## config.mk

```make
export PLATFORM = sky130hd
export DESIGN_NAME = led_bank_mux_flat
export DESIGN_NICKNAME = d
export VERILOG_FILES = /design/src/rtl/led_bank_mux_if.sv /design/src/rtl/led_bank_mux.sv /design/src/flat_wrapper.sv
export SDC_FILE = /design/constraint.sdc
export NUM_CORES = 1
export LEC_CHECK = 0
export CAP_MARGIN = 15
export CORE_ASPECT_RATIO = 0.75
export CORE_MARGIN = 4
export CORE_UTILIZATION = 40
export CTS_BUF_LIST = sky130_fd_sc_hd__clkbuf_4 sky130_fd_sc_hd__clkbuf_8
export DETAILED_ROUTE_END_ITERATION = 16
export PLACE_DENSITY = 0.79
export SLEW_MARGIN = 20
export SYNTH_ARGS = -nofsm -noshare
export SYNTH_HDL_FRONTEND = slang
export SYNTH_SLANG_ARGS = --single-unit
```

## constraint.sdc

```tcl
create_clock -name clk -period 2.6 [get_ports clk]
set_input_delay 0.78 -clock clk [delete_from_list [all_inputs] [get_ports clk]]
set_output_delay 0.78 -clock clk [all_outputs]
set_load 0.005 [all_outputs]
```

## src/rtl/led_bank_mux_if.sv

```systemverilog
// Bundle between the bank arbiter, the led_matrix banks and the G/D pad drivers.
// to_flags/to_clr exist only when LED_BANK_MUX_TIMEOUT_EN is defined.
interface led_bank_mux_if #(
  parameter int BANKS      = 4,
  parameter int SEL_BITS   = 2,
  parameter int N          = 10,
  parameter int M          = 3,
  parameter int BLANK_BITS = 8
);
  logic                  en;
  logic [BANKS-1:0]      bank_mask;
  logic [BLANK_BITS-1:0] blank_cycles;
  logic [BANKS*N-1:0]    bank_n_en;
  logic [BANKS*M-1:0]    bank_m_en;
  logic [BANKS-1:0]      bank_done_tick;
  logic [N-1:0]          n_en;
  logic [BANKS*M-1:0]    m_en;
  logic [BANKS-1:0]      bank_active;
  logic [SEL_BITS-1:0]   cur_bank;
  logic                  frame_tick;
`ifdef LED_BANK_MUX_TIMEOUT_EN
  logic [BANKS-1:0]      to_flags;
  logic                  to_clr;
`endif

  modport master (
    output en, bank_mask, blank_cycles, bank_n_en, bank_m_en, bank_done_tick,
    input  n_en, m_en, bank_active, cur_bank, frame_tick
`ifdef LED_BANK_MUX_TIMEOUT_EN
    , input to_flags, output to_clr
`endif
  );

  modport slave (
    input  en, bank_mask, blank_cycles, bank_n_en, bank_m_en, bank_done_tick,
    output n_en, m_en, bank_active, cur_bank, frame_tick
`ifdef LED_BANK_MUX_TIMEOUT_EN
    , output to_flags, input to_clr
`endif
  );
endinterface

```

## src/rtl/led_bank_mux.sv

```systemverilog
// Round-robin time-sharing of one N-line drive bus among BANKS led_matrix banks with dead-time
// blanking. Define LED_BANK_MUX_TIMEOUT_EN to add a per-bank dwell timeout with sticky flags.
module led_bank_mux #(
  parameter int BANKS      = 4,
  parameter int SEL_BITS   = 2,
  parameter int N          = 10,
  parameter int M          = 3,
  parameter int BLANK_BITS = 8
`ifdef LED_BANK_MUX_TIMEOUT_EN
  , parameter int TO_BITS  = 16
`endif
) (
  input logic           clk,
  input logic           reset_n,
  led_bank_mux_if.slave bus
);
  typedef enum logic [1:0] {IDLE = 2'd0, DRIVE = 2'd1, BLANK = 2'd2} state_t;

  state_t                state_q, state_d;
  logic [SEL_BITS-1:0]   cur_q, cur_d;
  logic [BLANK_BITS-1:0] blank_q, blank_d;
  logic                  frame_q, frame_d;
  logic [N-1:0]          n_en_q, n_en_d;
  logic [BANKS*M-1:0]    m_en_q, m_en_d;
  logic [BANKS-1:0]      active_q, active_d;
  logic                  advance, drive_d, tenure_end, timeout;
  logic [N-1:0]          n_slice [BANKS];

  function automatic logic [SEL_BITS-1:0] lowest_set(input logic [BANKS-1:0] mask);
    lowest_set = '0;
    for (int b = BANKS - 1; b >= 0; b--)
      if (mask[b]) lowest_set = SEL_BITS'(b);
  endfunction

  // Returns {wrapped, index}: first participating bank above cur, else wrap to the lowest one.
  function automatic logic [SEL_BITS:0] next_sel(input logic [BANKS-1:0] mask,
                                                 input logic [SEL_BITS-1:0] cur);
    logic                found;
    logic [SEL_BITS-1:0] hi;
    found = 1'b0;
    hi    = '0;
    for (int b = BANKS - 1; b >= 0; b--)
      if (mask[b] && (b > int'(cur))) begin
        found = 1'b1;
        hi    = SEL_BITS'(b);
      end
    next_sel = found ? {1'b0, hi} : {1'b1, lowest_set(mask)};
  endfunction

  // Losing its mask bit ends a bank's tenure exactly like its own done_tick.
  assign tenure_end = bus.bank_done_tick[cur_q] || !bus.bank_mask[cur_q];

`ifdef LED_BANK_MUX_TIMEOUT_EN
  logic [TO_BITS-1:0] dwell_q, dwell_d;
  logic [BANKS-1:0]   flags_q, flags_d;

  assign timeout = (state_q == DRIVE) && (dwell_q == {{(TO_BITS - 1){1'b1}}, 1'b0});
`else
  assign timeout = 1'b0;
`endif

  always_comb begin
    state_d = state_q;
    cur_d   = cur_q;
    blank_d = blank_q;
    frame_d = 1'b0;
    advance = 1'b0;
    if (!bus.en || bus.bank_mask == '0) begin
      state_d = IDLE;
      blank_d = '0;
    end else begin
      case (state_q)
        IDLE: begin
          state_d = DRIVE;
          cur_d   = lowest_set(bus.bank_mask);
        end
        DRIVE: begin
          if (tenure_end || timeout) begin
            advance          = 1'b1;
            {frame_d, cur_d} = next_sel(bus.bank_mask, cur_q);
            if (bus.blank_cycles != '0) begin
              state_d = BLANK;
              blank_d = bus.blank_cycles;
            end
          end
        end
        BLANK: begin
          if (blank_q > BLANK_BITS'(1)) begin
            blank_d = blank_q - BLANK_BITS'(1);
          end else begin
            state_d = DRIVE;
            blank_d = '0;
            // Target lost its mask bit while blanking: skip it without a second gap.
            if (!bus.bank_mask[cur_q]) {frame_d, cur_d} = next_sel(bus.bank_mask, cur_q);
          end
        end
        default: state_d = IDLE;
      endcase
    end
  end

`ifdef LED_BANK_MUX_TIMEOUT_EN
  always_comb begin
    dwell_d = '0;
    if (state_d == DRIVE && state_q == DRIVE && !advance) dwell_d = dwell_q + TO_BITS'(1);
    flags_d = bus.to_clr ? '0 : flags_q;
    if (advance && !tenure_end) flags_d[cur_q] = 1'b1;
  end
`endif

  assign drive_d = (state_d == DRIVE);

  for (genvar gi = 0; gi < BANKS; gi++) begin : g_bank
    assign n_slice[gi]        = bus.bank_n_en[gi*N +: N];
    assign active_d[gi]       = drive_d && (cur_d == SEL_BITS'(gi));
    assign m_en_d[gi*M +: M]  = active_d[gi] ? bus.bank_m_en[gi*M +: M] : '0;
  end

  assign n_en_d = drive_d ? n_slice[cur_d] : '0;

  always_ff @(posedge clk or negedge reset_n) begin
    if (!reset_n) begin
      state_q  <= IDLE;
      cur_q    <= '0;
      blank_q  <= '0;
      frame_q  <= 1'b0;
      n_en_q   <= '0;
      m_en_q   <= '0;
      active_q <= '0;
`ifdef LED_BANK_MUX_TIMEOUT_EN
      dwell_q  <= '0;
      flags_q  <= '0;
`endif
    end else begin
      state_q  <= state_d;
      cur_q    <= cur_d;
      blank_q  <= blank_d;
      frame_q  <= frame_d;
      n_en_q   <= n_en_d;
      m_en_q   <= m_en_d;
      active_q <= active_d;
`ifdef LED_BANK_MUX_TIMEOUT_EN
      dwell_q  <= dwell_d;
      flags_q  <= flags_d;
`endif
    end
  end

  assign bus.n_en        = n_en_q;
  assign bus.m_en        = m_en_q;
  assign bus.bank_active = active_q;
  assign bus.cur_bank    = cur_q;
  assign bus.frame_tick  = frame_q;
`ifdef LED_BANK_MUX_TIMEOUT_EN
  assign bus.to_flags    = flags_q;
`endif
endmodule
```

## src/flat_wrapper.sv

```systemverilog
// flat-port wrapper written by rule: the top's interface ports become plain ports
module led_bank_mux_flat 
#(
  parameter int BANKS      = 4,
  parameter int SEL_BITS   = 2,
  parameter int N          = 10,
  parameter int M          = 3,
  parameter int BLANK_BITS = 8

)
  (clk, reset_n, bus_en, bus_bank_mask, bus_blank_cycles, bus_bank_n_en, bus_bank_m_en, bus_bank_done_tick, bus_n_en, bus_m_en, bus_bank_active, bus_cur_bank, bus_frame_tick);
  led_bank_mux_if #(.BANKS(BANKS), .SEL_BITS(SEL_BITS), .N(N), .M(M), .BLANK_BITS(BLANK_BITS)) bus_i ();
  input logic clk;
  input logic reset_n;
  input wire logic [$bits(bus_i.en)-1:0] bus_en;
  input wire logic [$bits(bus_i.bank_mask)-1:0] bus_bank_mask;
  input wire logic [$bits(bus_i.blank_cycles)-1:0] bus_blank_cycles;
  input wire logic [$bits(bus_i.bank_n_en)-1:0] bus_bank_n_en;
  input wire logic [$bits(bus_i.bank_m_en)-1:0] bus_bank_m_en;
  input wire logic [$bits(bus_i.bank_done_tick)-1:0] bus_bank_done_tick;
  output wire logic [$bits(bus_i.n_en)-1:0] bus_n_en;
  output wire logic [$bits(bus_i.m_en)-1:0] bus_m_en;
  output wire logic [$bits(bus_i.bank_active)-1:0] bus_bank_active;
  output wire logic [$bits(bus_i.cur_bank)-1:0] bus_cur_bank;
  output wire logic [$bits(bus_i.frame_tick)-1:0] bus_frame_tick;
  assign bus_i.en = bus_en;
  assign bus_i.bank_mask = bus_bank_mask;
  assign bus_i.blank_cycles = bus_blank_cycles;
  assign bus_i.bank_n_en = bus_bank_n_en;
  assign bus_i.bank_m_en = bus_bank_m_en;
  assign bus_i.bank_done_tick = bus_bank_done_tick;
  assign bus_n_en = bus_i.n_en;
  assign bus_m_en = bus_i.m_en;
  assign bus_bank_active = bus_i.bank_active;
  assign bus_cur_bank = bus_i.cur_bank;
  assign bus_frame_tick = bus_i.frame_tick;
  led_bank_mux #(.BANKS(BANKS), .SEL_BITS(SEL_BITS), .N(N), .M(M), .BLANK_BITS(BLANK_BITS)) u_core (.clk(clk), .reset_n(reset_n), .bus(bus_i));
endmodule
```

==> reports/results.ini <==
[status]
status = finished with violations
violations = setup timing

[clock_tree]
ctsRootBufferMaster = clkbuf_8
cts_made_buffers = 5
clk_latency_ns = 0.30
clk_pin_slew_ns = 0.08
h-tree-depth = 2
cts_tree = done
cts_sinks = 39
clk_path_buf_depth = 2

[final_layout]
area_growth_pct = 82.27
fillers = 365
seq_area_um2 = 978.4
final_core_util_pct = 75.24
drive_above_1_share_pct = 30.75
multi_input_area_um2 = 1444
layout.cells.non_filler = 465
layout.nets = 464
num_antenna_cells = 0

[logic_synthesis]
ys_warn_count = 0
postSynthCellCount = 233
synth_compound_area_share_pct = 20.55
synth_nets = 310
synth_top_family_by_area = compound AO/OA/AOI/OAI gates
yosys_register_bits = 39
syn_area_per_cell_um2 = 10.27
synthMuxAreaShare_pct = 10.20
synth.cell_area_um2 = 2392
yosysSeqAreaShare_pct = 40.79
synth_edf_count = 0
yosysUniqueCellTypes = 55
async_flop_share_pct = 100.0
synth_adder_area_share_pct = 3.138
yosys_most_used_dff = dfrtp_1
yosys.area_share.xor_xnor_pct = 0
synth_simple_gate_area_share_pct = 17.83

[die]
die_x_um = 97.30
initial_core_util_pct = 41.28
rows = 24
coreArea_um2 = 5796
die_y_um = 74.98
boundaryPins = 100
die-area_um2 = 7295

[detailed_routing]
wl_per_cell_um = 17.18
drc = 0
drt_wl_total_um = 7989
vias = 2479
ant_nets = 0
viasPerCell = 5.331
drt_pre_antenna_iters = 4
first_iter_violations = 74

[timing]
setup_ws_ns = -0.2573
worstMarginPinSlew_ns = 0.4247
slew_violations = 0
maxSlewHeadroom_pct = 70.96
fin_crit_sh_pct = 109.9
grt_setup_unrepaired = yes
holdWs_ns = 0.4012
timing.fmax_mhz = 350.0
setup_viol = 27
hold_viol_final = 0
skew_ns = 0.01261
min_period_ns = 2.857

[power]
total_power_mw = 3.537
irDropWorstVdd_v = 0.0004270
power.density_nw_per_um2 = 811.2
p_leak_nw = 1.936

[setup_path]
reg2reg_depth = 8
regToRegSetupSlack_ns = -0.18
rr_startpoint = u_core.blank_q[4]
cp-end-kind = flop
path_class = in2reg
start_kind = input port
worstPathArrival_ns = 3.04
cp.required_ns = 2.78
crit-reg2reg-capture = u_core.bus.n_en[9]
cp_max_fo = 6

[placement]
dpl.hpwl_um = 5613
pre_cts_ws_ns = -0.8184
port_buffers = 99
placed_cells = 441
gp_congestion = 0.9178

[grt]
grt_pass1_vias = 2550
overflow = 0
grt_use_total_pct = 21.54
grt_pass1_wl_um = 12320
grt_max_degree = 18
antenna_found_initial = 0

[run]
maxCapViolCount = 0

[hold_path]
min_path_type = in2async

-- what timing repair did --
item / in CTS / in global routing
buffers inserted: 8 / 3
hold buffers: 0 / 0
gates resized for setup: 67 / 30
hold endpoints to repair: 0 / 0
cloned: 7 / 1
endpoints found under the setup margin: 37 / 31
pin swaps: 19 / 15
-- flip-flops by register name, indices dropped and copies added (netlist names) --
name,count
u_core.bus.bank_active,4
u_core.bus.m_en,12
u_core.state_q,2
u_core.bus.n_en,10
u_core.blank_q,8
u_core.bus.cur_bank,2
u_core.bus.frame_tick,1
-- through the flow --
stage | TNS, ns | instance area [µm²]
after floorplan | -4.464 | 2456
after global placement | -21.48 | 3781
after detailed placement | -23.11 | 3781
after CTS | -4.701 | 4265
after global routing | -4.936 | 4360
final | -3.705 | 4360
-- worst max-delay path, stage by stage --
cell and delay [ns]:
buf_8 0.09, mux4_2 0.48, or4_4 0.56, a221oi_4 0.31, o221ai_4 0.19, buf_12 0.19
buf_16 0.14, mux2i_1 0.18, o22ai_1 0.10
-- report_power, final --
| group | total [mW] | switching [mW] | internal [mW] |
|---|---|---|---|
| sequential | 0.819 | 0.0851 | 0.734 |
| combinational | 2.22 | 0.952 | 1.27 |
| clock | 0.494 | 0.213 | 0.280 |
-- per-layer routing --
metal	up-vias	track usage [%]	wire (µm)
met3	20	8.519	827
li1	1183	-	-
met1	1157	24.15	3213
met2	119	38.00	3758
met4	0	8.295	189
met5	-	0	0
-- synthesized netlist by cell type, types with 3 or more instances --
master | instances | share of area (%)
nor3_2 | 3 | 1.3
o21ai_0 | 10 | 2.1
inv_1 | 18 | 2.8
mux2i_1 | 21 | 8.8
o41ai_1 | 3 | 1.1
o32ai_1 | 3 | 1.1
a22o_1 | 7 | 2.6
nand2b_1 | 3 | 0.78
nand2_1 | 8 | 1.3
ha_1 | 6 | 3.1
a21oi_1 | 5 | 1.0
nor2_1 | 18 | 2.8
buf_6 | 5 | 2.4
or4_1 | 6 | 1.9
nor3b_2 | 3 | 1.6
clkbuf_1 | 7 | 1.1
nor3_1 | 9 | 1.9
or3_1 | 3 | 0.78
o2111a_1 | 3 | 1.4
or2_2 | 4 | 1.0
dfrtp_1 | 39 | 41
o22ai_1 | 10 | 2.6
o2bb2ai_1 | 3 | 1.1
-- cell usage in the layout, fill, tap and decap left out, types with 8 or more instances in the layout --
master	count
clkdlybuf4s50_1	82
o22ai_1	10
nand2_1	8
nor2_1	15
buf_4	43
mux2i_1	19
buf_6	11
inv_1	18
dfrtp_1	37
-- worst max path at each step --
stage / start / end / slack [ns] / depth (start not counted)
floorplan: bus_bank_mask[3] / u_core.bus.n_en[9] / -0.22 / 9
global placement: bus_bank_mask[2] / u_core.bus.n_en[6] / -0.77 / 8
detailed placement: bus_bank_mask[2] / u_core.bus.n_en[6] / -0.82 / 8
CTS: bus_bank_mask[3] / u_core.bus.n_en[9] / -0.24 / 9
global route: bus_bank_mask[3] / u_core.bus.n_en[9] / -0.30 / 9
finish: bus_bank_mask[3] / u_core.bus.n_en[9] / -0.26 / 9
-- layout make-up --
type,instances,area share (%)
tap,78,2.238
inverter,18,1.549
clock buffer,5,1.578
multi-input combinational,161,33.11
timing repair buffer,162,38.22
clock inverter,2,0.8608
sequential,39,22.44
-- cells by family after synthesis --
kind of cell / count (synthesis)
fa+ha+maj: 6
flops: 39
mux: 23
compound gates: 61
simple gates: 71
buf+inv: 33
No activity file was read; power rests on OpenSTA's default activity.
